## src/rtl/table_moore_fsm_pkg.sv

```systemverilog
// Shared constants and helpers for the table-driven Moore FSM.
// Holds the default sizing, the recovery state and a width helper.
package fsm_pkg;

  localparam int NS_DEFAULT = 4;
  localparam int NQ_DEFAULT = 4;
  localparam int WW_DEFAULT = 4;
  localparam int DW_DEFAULT = 4;

  // State entered whenever the current or resolved next state is out of range.
  localparam int RECOVER_STATE = 0;

  // Bits needed to index n items, never less than one.
  function automatic int clog2(input int n);
    int r;
    r = 0;
    for (int i = 0; i < 32; i++) begin
      if ((1 << r) < n) r++;
    end
    return (r < 1) ? 1 : r;
  endfunction

endpackage

```

## src/rtl/table_moore_fsm_pri_enc.sv

```systemverilog
// Lowest-set-bit priority encoder: bit 0 of the request vector wins.
// The valid flag is low when no request bit is set.
module pri_enc
  import fsm_pkg::*;
#(
  parameter int NQ = NQ_DEFAULT,
  parameter int QW = clog2(NQ)
) (
  input  logic [NQ-1:0] q,
  output logic [QW-1:0] idx,
  output logic          valid
);

  always_comb begin
    // NOTE: every output gets a default first so no path leaves it unassigned (no latch).
    idx   = '0;
    valid = 1'b0;
    // Scan from the top down so the lowest set bit is the last one written.
    for (int i = NQ - 1; i >= 0; i--) begin
      if (q[i]) begin
        idx   = QW'(i);
        valid = 1'b1;
      end
    end
  end

endmodule

```

## src/rtl/table_moore_fsm.sv

```systemverilog
// Programmable Moore FSM: next-state, output and minimum-dwell tables held in
// flip-flops, with a saturating dwell counter that gates transitions.
module table_moore_fsm
  import fsm_pkg::*;
#(
  parameter  int NS = NS_DEFAULT,
  parameter  int NQ = NQ_DEFAULT,
  parameter  int WW = WW_DEFAULT,
  parameter  int DW = DW_DEFAULT,
  localparam int SW = clog2(NS),
  localparam int QW = clog2(NQ)
) (
  input  logic          clk,
  input  logic          reset,
  input  logic [NQ-1:0] q,
  input  logic          cfg_nxt_we,
  input  logic          cfg_out_we,
  input  logic [SW-1:0] cfg_state,
  input  logic [QW-1:0] cfg_qidx,
  input  logic [SW-1:0] cfg_next,
  input  logic [WW-1:0] cfg_w,
  input  logic [DW-1:0] cfg_dwell,
  output logic [WW-1:0] w,
  output logic [SW-1:0] state_o,
  output logic          state_chg,
  output logic          dwell_busy
);

  logic [SW-1:0] nxt_tbl   [NS][NQ];
  logic [WW-1:0] out_tbl   [NS];
  logic [DW-1:0] dwell_tbl [NS];

  logic [SW-1:0] state;
  logic [DW-1:0] cnt;

  logic          state_ok;
  logic [SW-1:0] row;
  logic [QW-1:0] req_idx;
  logic          req_valid;
  logic [SW-1:0] raw_next;
  logic [SW-1:0] nxt_state;
  logic          busy;
  logic          nxt_wr_ok;
  logic          out_wr_ok;

  pri_enc #(
    .NQ (NQ),
    .QW (QW)
  ) u_pri_enc (
    .q     (q),
    .idx   (req_idx),
    .valid (req_valid)
  );

  // Out-of-range states read row 0 so table lookups never index past the arrays.
  assign state_ok  = int'(state) < NS;
  assign row       = state_ok ? state : SW'(RECOVER_STATE);
  assign busy      = state_ok && (cnt < dwell_tbl[row]);
  assign raw_next  = nxt_tbl[row][req_idx];

  assign nxt_wr_ok = cfg_nxt_we && (int'(cfg_state) < NS) && (int'(cfg_qidx) < NQ);
  assign out_wr_ok = cfg_out_we && (int'(cfg_state) < NS);

  always_comb begin
    nxt_state = state;
    if (!state_ok) begin
      nxt_state = SW'(RECOVER_STATE);
    end else if (req_valid && !busy) begin
      nxt_state = (int'(raw_next) < NS) ? raw_next : SW'(RECOVER_STATE);
    end
  end

  // Transition, dwell counter and table writes share one clocked process so a
  // synchronous reset overrides all of them together.
  always_ff @(posedge clk) begin
    if (reset) begin
      state     <= '0;
      cnt       <= '0;
      state_chg <= 1'b0;
      // NOTE: the tables are reset explicitly because power-up contents must be
      // self-loops with zero outputs; this also keeps them out of RAM inference.
      for (int s = 0; s < NS; s++) begin
        for (int i = 0; i < NQ; i++) begin
          nxt_tbl[s][i] <= SW'(s);
        end
        out_tbl[s]   <= '0;
        dwell_tbl[s] <= '0;
      end
    end else begin
      if (nxt_state != state) begin
        state     <= nxt_state;
        cnt       <= '0;
        state_chg <= 1'b1;
      end else begin
        state_chg <= 1'b0;
        if (cnt != '1) cnt <= cnt + 1'b1;
      end

      // Lookups above used the pre-write tables, so a write to the current row
      // only affects decisions from the next cycle on.
      if (nxt_wr_ok) nxt_tbl[cfg_state][cfg_qidx] <= cfg_next;
      if (out_wr_ok) begin
        out_tbl[cfg_state]   <= cfg_w;
        dwell_tbl[cfg_state] <= cfg_dwell;
      end
    end
  end

  assign w          = state_ok ? out_tbl[row] : '0;
  assign state_o    = state;
  assign dwell_busy = busy;

endmodule
```

## config.mk

```make
export PLATFORM = sky130hd
export DESIGN_NAME = table_moore_fsm
export DESIGN_NICKNAME = d
export VERILOG_FILES = /design/src/rtl/table_moore_fsm_pkg.sv /design/src/rtl/table_moore_fsm_pri_enc.sv /design/src/rtl/table_moore_fsm.sv
export SDC_FILE = /design/constraint.sdc
export NUM_CORES = 1
export LEC_CHECK = 0
export ABC_AREA = 1
export CAP_MARGIN = 20
export CORE_ASPECT_RATIO = 0.9
export CORE_MARGIN = 8
export CORE_UTILIZATION = 55
export CTS_CLUSTER_SIZE = 30
export DETAILED_ROUTE_END_ITERATION = 8
export PLACE_DENSITY = 0.76
export SLEW_MARGIN = 20
export SYNTH_ARGS = -nofsm -noshare
export SYNTH_HDL_FRONTEND = slang
export SYNTH_HIERARCHICAL = 1
export SYNTH_SLANG_ARGS = --single-unit
```

## constraint.sdc

```tcl
create_clock -name clk -period 2.68 [get_ports clk]
set_input_delay 0.536 -clock clk [delete_from_list [all_inputs] [get_ports clk]]
set_output_delay 0.536 -clock clk [all_outputs]
set_load 0.05 [all_outputs]
```

# Word level (Yosys, flattened, before mapping)
# Memories as Yosys holds them, arrays and structs flattened. A register that Yosys moved wholly into a read port is not among the register bits.
# Index checks and enable logic that the tools add are counted.
[totals]
mem_bits_rw = 64
memories = 3
inputBits = 22
word_cells = 60
register_bits = 7
output_inout_bits = 8
[op_classes]
n_mux = 38
n_reduce_logical = 7
eq_ne = 2
n_bitwise = 2
add_sub_neg = 1
magnitude_cmp = 4
[mem_list]
columns = ["memory", "words", "word_bits", "read_ports", "rd_ports_with_merged_regs", "wr", "line", "text"]
rows = [
  ["nxt_tbl", 4, 8, 1, 1, 4, "table_moore_fsm.sv:29", "logic [SW-1:0] nxt_tbl [NS][NQ];"],
  ["dwell_tbl", 4, 4, 1, 1, 4, "table_moore_fsm.sv:31", "logic [DW-1:0] dwell_tbl [NS];"],
  ["out_tbl", 4, 4, 1, 1, 4, "table_moore_fsm.sv:30", "logic [WW-1:0] out_tbl [NS];"],
]
[ops]
columns = ["op", "n"]
rows = [
  ["2-to-1 mux 2 bit", 17],
  ["2-to-1 mux 8 bit", 3],
  ["2-to-1 mux 1 bit", 14],
  ["2-to-1 mux 4 bit", 2],
  ["OR reduction 4 bit", 2],
  ["OR reduction 8 bit", 1],
  [">= comparator 3 bit (second input constant)", 2],
  ["inverter 2 -> 3 bit", 2],
  ["adder 4 x 1 -> 4 bit (second input constant)", 1],
  ["binary-select mux 2 bit (select 2 bit)", 1],
  ["demux 2 bit (select 2 bit)", 1],
  ["less-than comparator 4 bit", 1],
  ["inequality test 4 bit (second input constant)", 1],
  ["less-than comparator 3 x 1 -> 1 bit (second input constant)", 1],
  ["logical AND 1 bit", 2],
  ["inequality test 2 bit", 1],
  ["OR reduction 2 bit", 1],
  ["zero test 1 bit", 1],
]

# Depth between registers and ports, before layout
# Gate-level depths: netlist of the first run.
[logic_depth]
word_depth = 12
depth_mapped = 17
ltp_nobuf = 14

# By module
# The synthesis of the first run kept the hierarchy.
[modules_own_cells]
columns = ["mod", "cells_each", "instances", "area_each_um2", "seq_area_each_um2"]
rows = [
  ["table_moore_fsm", 395, 1, 3573.4, 2102.0],
  ["pri_enc", 8, 1, 36.3, 0.0],
]

# Least setup slack after synthesis of the first run
# No wires, ideal clock.
[synth_path]
path_type = "register to output"
from = "register with a tool-made name"
to = "output dwell_busy"
path_stages_with_launch = 12
arrival_time_ps = 2056
path_buffers = 4
slack_ps = 88
cell_sequence = "dfxtp_1 -> buf_6 -> inv_6 -> buf_8 -> buf_12 -> clkbuf_1 -> nand2_1 -> a32o_1 -> ha_1 -> a21oi_1 -> nand2_1 -> inv_1"
[synth_rtl]
columns = ["item", "line", "text"]
rows = [
  ["to (decl)", "table_moore_fsm.sv:26", "output logic dwell_busy"],
]

==> results of run 1 <==
==> critical path: stages, from the launching register on <==
cell and delay (ps):
dfxtp_4 410, inv_6 130, nand2_1 70, a32o_1 220, ha_1 280, nand2_1 70, nand2_1 40, nand2_1 50
nand2_1 120, inv_1 120, buf_12 140
==> cell families after synthesis <==
logic type,share of synthesized area
buffers and inverters,0.0832
AOI/OAI and AO/OA,0.0797
DFF,0.582
adders and majority gates,0.0139
and+or+nand+nor,0.233
muxes,0.00277
xor gates and xnor gates,0.00485
==> area by class of cell <==
cell class	instances	area [um^2]
timing repair buffer	41	434
multi-input combinational	265	1210
inverter	49	194
fill	514	2180
sequential	73	2110
clock buffer	10	128
tap	90	113
clock inverter	6	115
timing repair inverter	1	3.75
==> synth_stat cells, types with 2 or more instances <==
cell type  instances
a211oi_1           2
xor2_1             2
a32o_1             3
nand3_1           14
nand2_1           95
nor2_2             4
nor2_1            86
ha_1               4
clkbuf_1           9
o21ai_1            5
inv_1             45
nand4_1            2
o211ai_1           2
a21oi_1            6
o21ai_2            2
edfxtp_1          64
buf_6              2
nor3_1             5
buf_2              2
dfxtp_1            9
o21ai_0           23
o22ai_1            5
==> per-layer routing <==
| layer | routed length [um] | up-vias |
|---|---|---|
| met5 | 0 | - |
| met4 | 150 | 0 |
| li1 | - | 1391 |
| met3 | 569 | 15 |
| met1 | 3330 | 1312 |
| met2 | 3960 | 99 |
==> sequential cells by signal (all words and copies together) (netlist names), named ones only <==
| register | cells |
|---|---|
| dwell_tbl | 16 |
| out_tbl | 16 |
| nxt_tbl | 32 |
| cnt | 4 |
| state_o | 2 |
| state_chg | 1 |
==> stage by stage <==
step / worst slack [ps] / instance area [um^2] / hold WS [ps] / util / total power [mW]
global route: 18.0 / 4300 / 581 / 0.664 / 4.18
floorplan: 88.2 / 3610 / 528 / - / 2.46
CTS: 76.2 / 4290 / 546 / 0.662 / 3.97
finish: 134 / 4300 / 539 / 0.664 / 3.98
detailed placement: 325 / 4040 / 534 / 0.624 / 2.93
global placement: 366 / 4040 / 524 / 0.624 / 2.89
==> power by group <==
group / internal (mW) / switching (mW)
sequential: 1.36 / 0.0834
clock: 0.623 / 0.421
combinational: 0.565 / 0.930
==> worst min-delay path by stage <==
stage | to | slack [ps] | cells after the start
2_1_floorplan | cnt[3] | 530 | 2
3_3_place_gp | state_o[1] | 520 | 2
3_5_place_dp | register | 530 | 2
4_1_cts | register | 550 | 2
5_1_grt | register | 580 | 2
6_report | register | 540 | 2
==> what timing repair did <==
item | in CTS | in global routing
gates cloned | 1 | 0
buffers inserted | 0 | 0
endpoints found under the setup margin | 1 | 1
gates resized for setup | 1 | 3
==> flow_summary.json, run 1 <==
{
  "clkLatencyLatePin_ps": 350,
  "worstReg2RegEnd": "cnt[3]",
  "place.gp.congestion": 0.828,
  "grt_antenna_before_repair": 0,
  "ff2ff_setup_slack_ps": 600,
  "crit_path_start_kind": "register",
  "maxCapViolations": 0,
  "criticalPathCategory": "reg2out",
  "finalWirelength_mm": 8.01,
  "hold_buffers": 0,
  "root_buffer": "clkbuf_8",
  "peakVddDrop_mv": 0.394,
  "cts.clk_slew.worst_paths_ps": 80,
  "syn_avg_cell_area_um2": 8.96,
  "grt_max_degree": 25,
  "cts_buffers": 9,
  "first_pass_iters": 5,
  "die-area_um2": 9420,
  "synth_area_leader_cell": "edfxtp_1",
  "core-area_um2": 6480,
  "ys.flop_type": "edfxtp_1",
  "drt-initial-drc-count": 256,
  "tightest_slew_ps": 574,
  "ant_nets": 0,
  "fin_cells": 535,
  "final_common_cell": "nand2_1",
  "io_pins": 30,
  "setup_violations": 0,
  "p_leak_nw": 1.76,
  "worstPathMaxFanout": 15,
  "grt_pass1_wl_mm": 12.7,
  "gr-max-usage-layer": "met2",
  "yosys_warnings": 6,
  "place.port_buffers": 29,
  "finClkSkew_ps": 8.21,
  "die_y_um": 92.9,
  "status": "finished clean",
  "ys_ff_latch": 73,
  "syn_inst": 403,
  "antenna-diode-count": 0,
  "use_met2": 0.298,
  "rsz0062_at_grt": "false",
  "min_from": "state_o[1]",
  "grt_use_met3": 0.0562,
  "synth_top_area_frac": 0.532,
  "overflow": 0,
  "layout-drive-gt1-share": 0.106,
  "final_cell_mix": "nand2_1 (95), nor2_1 (86), edfxtp_1 (64)",
  "rr_worst_depth": 13,
  "finalHoldViolCount": 0,
  "yosysUniqueCellTypes": 34,
  "cp-end-kind": "primary output",
  "hp-class": "reg2reg",
  "crit_end": "dwell_busy",
  "drc": 0,
  "setup_tns_ps": 0,
  "grt_use_met1": 0.206,
  "viasPerCell": 5.27,
  "critical_path_arrival_ps": 2010,
  "fin_crit_sh": 0.950,
  "slew_violations": 0,
  "clock_sinks": 73,
  "finalCriticalPeriod_ps": 2550,
  "required_ps": 2140,
  "syn_nets": 429,
  "core.rowCount": 28,
  "seq_area_frac_synth": 0.582,
  "nNetsFinal": 466,
  "dp_hpwl_mm": 5.43,
  "grt_pass1_vias": 2768,
  "p_per_area_nw_per_um2": 925,
  "cts_max_level": 3,
  "cts_tree": "done",
  "post-place-cells": 518,
  "synth_async_sr_flop_share": 0,
  "die_x_um": 101,
  "post_synth_instance_area_um2": 3610,
  "synth_area_leaders": "edfxtp_1 (53%), nand2_1 (9.9%), nor2_1 (8.9%), dfxtp_1 (5.0%), inv_1 (4.7%)",
  "timing.slew.headroom": 0.617,
  "cts_buffer_depth": 2,
  "track_usage": 0.178,
  "vias": 2817,
  "synth_edf_count": 64,
  "wl_per_cell_um": 15.0,
  "start_util": 0.557,
  "synthToLayoutAreaGrowth_pct": 19.1,
  "fmax_ghz": 0.393
}
No activity file was read; power rests on OpenSTA's default activity.
==> inputs of run 2 (changes only) <==
Settings changed: SKIP_CTS_REPAIR_TIMING from default to 1.
==> run 2 against run 1 <==
Effect of this change: cell count is the same; global-route usage shrank 0.21 points; die area did not move; wire length is the same; combinational power about the same; flip-flop and latch count did not move; first-iteration DRC count down 1.2%; largest cell class unchanged; largest power group unchanged; highest routed layer unchanged.
==> flow_summary.json, run 2 (synthesized netlist as in run 1, its figures left out) <==
{
  "finish.instance_area_um2": 4300,
  "finalCriticalPeriod_ps": 2530,
  "start_util": 0.557,
  "p_leak_nw": 1.76,
  "peakVddDrop_mv": 0.394,
  "track_usage": 0.176,
  "cp-end-kind": "primary output",
  "crit_path_start_kind": "register",
  "routed.top_layer": "met4",
  "setup_violations": 0,
  "tightest_slew_ps": 579,
  "cts_buffers": 9,
  "maxCapViolations": 0,
  "grt_pass1_vias": 2752,
  "finalWirelength_mm": 8.01,
  "p_sw_mw": 1.43,
  "status": "finished clean",
  "core.rowCount": 28,
  "viasPerCell": 5.25,
  "clockPowerShare": 0.264,
  "cts_max_level": 3,
  "timing.slew.headroom": 0.614,
  "critical_path_arrival_ps": 2000,
  "cts.clk_slew.worst_paths_ps": 80,
  "grt_max_degree": 31,
  "io_pins": 30,
  "fin_crit_sh": 0.945,
  "vias": 2809,
  "grt_antenna_before_repair": 0,
  "cts_buffer_depth": 2,
  "fillers": 512,
  "largestRegisters": "nxt_tbl (32), dwell_tbl (16), out_tbl (16)",
  "cts_tree": "done",
  "rr_worst_depth": 13,
  "dp_hpwl_mm": 5.43,
  "overflow": 0,
  "p_seq_frac": 0.362,
  "wl_met1_mm": 3.32,
  "wl_met3_um": 598,
  "criticalPathCategory": "reg2out",
  "place.port_buffers": 29,
  "path_cells": "clkinv_4 > nand2_1 > a32o_1 > ha_1 > a21oi_1 > nand2_1 > inv_1 > buf_12",
  "cp_slowest_stage_delay_ps": 400,
  "finClkSkew_ps": 10.8,
  "cp_common_cell": "nand2_1",
  "p_per_area_nw_per_um2": 924,
  "rsz0062_at_grt": "false",
  "first_pass_iters": 5,
  "postPlaceCellArea_um2": 4040,
  "final_cell_mix": "nand2_1 (95), nor2_1 (86), edfxtp_1 (64)",
  "finalHoldViolCount": 0,
  "wl_per_cell_um": 15.0,
  "largest_reg_flops": 32,
  "die_y_um": 92.9,
  "required_ps": 2140,
  "switching_share": 0.360,
  "drc": 0,
  "grt_pass1_wl_mm": 12.6,
  "antenna-diode-count": 0,
  "hp-class": "reg2reg",
  "internal_power_mw": 2.54,
  "wl_met2_mm": 3.93,
  "top_register": "nxt_tbl",
  "core-area_um2": 6480,
  "clkLatencyLatePin_ps": 360,
  "ant_nets": 0,
  "drt-initial-drc-count": 253,
  "die-area_um2": 9420,
  "worstPathMaxFanout": 15,
  "place.gp.congestion": 0.828,
  "layout-drive-gt1-share": 0.106,
  "min_path_cells": 2,
  "root_buffer": "clkbuf_8",
  "critPathSlowestCell": "dfxtp_4",
  "final_common_cell": "nand2_1",
  "comb_power_share": 0.374,
  "clock_sinks": 73,
  "synthToLayoutAreaGrowth_pct": 19.1,
  "slew_violations": 0,
  "nNetsFinal": 466,
  "pre_cts_slack_ps": 325,
  "setup_ws_ps": 146,
  "die_x_um": 101,
  "fmax_ghz": 0.395
}
run 2: cell count changes in the layout (fill, tap and decap cells not counted):
cell	before	now
buf_4	11	12
buf_6	1	0
clkinv_2	0	1
clkinv_4	1	2
inv_2	2	1
inv_6	3	2
run 2: layout make-up:
class | count | area [um^2] | area share
clock buffers | 10 | 128 | 0.0297
clock inverters | 6 | 115 | 0.0268
inverters | 49 | 194 | 0.0451
multi-input cells | 265 | 1210 | 0.281
flip-flops and latches | 73 | 2110 | 0.490
well taps | 90 | 113 | 0.0262
repair buffers | 41 | 430 | 0.100
repair inverters | 1 | 5.00 | 0.00116
run 2: critical path: cells and delay by family, from the launching register on:
kind / cells / cell delay [ps]
adder cells (fa/ha/maj): 1 / 290
AND/OR/NAND/NOR: 2 / 190
AO/OA/AOI/OAI: 2 / 360
buffers and inverters: 3 / 390
flip-flops: 1 / 400
run 2: stage by stage:
stage | hold WS, ps | utilization | std cells | power (mW) | TNS (ps)
detailed placement | 534 | 0.624 | 518 | 2.93 | 0
global placement | 524 | 0.624 | 518 | 2.89 | 0
floorplan | 528 | - | 403 | 2.46 | 0
global route | 581 | 0.663 | 535 | 4.17 | 0
finish | 547 | 0.663 | 535 | 3.97 | 0
CTS | 546 | 0.661 | 534 | 3.96 | -39.7
run 2: final timing paths:
check                                start          to  slack [ps]
worst max-delay path              register  dwell_busy         150
worst min-delay path            state_o[1]    register         550
worst max register to register    register      cnt[0]         630
worst min register to register  state_o[1]    register         550
run 2: power groups by stage:
stage	Clock, mW	Sequential (mW)	Combinational, mW
4_1_cts	1.05	1.43	1.49
3_3_place_gp	0	1.45	1.44
2_1_floorplan	0	1.48	0.980
5_1_grt	1.10	1.45	1.62
6_report	1.05	1.44	1.49
3_5_place_dp	0	1.45	1.47
run 2: layer usage:
| metal | vias to the layer above | track usage |
|---|---|---|
| li1 | 1394 | - |
| met1 | 1287 | 0.205 |
| met2 | 112 | 0.295 |
| met3 | 16 | 0.0555 |
| met4 | 0 | 0.0644 |
| met5 | - | 0 |
==> inputs of run 3 (changes only) <==
Settings changed: SETUP_SLACK_MARGIN from default to 0.02.
==> results of run 3 <==
Final layout, timing and power as in run 2 (identical DEF).
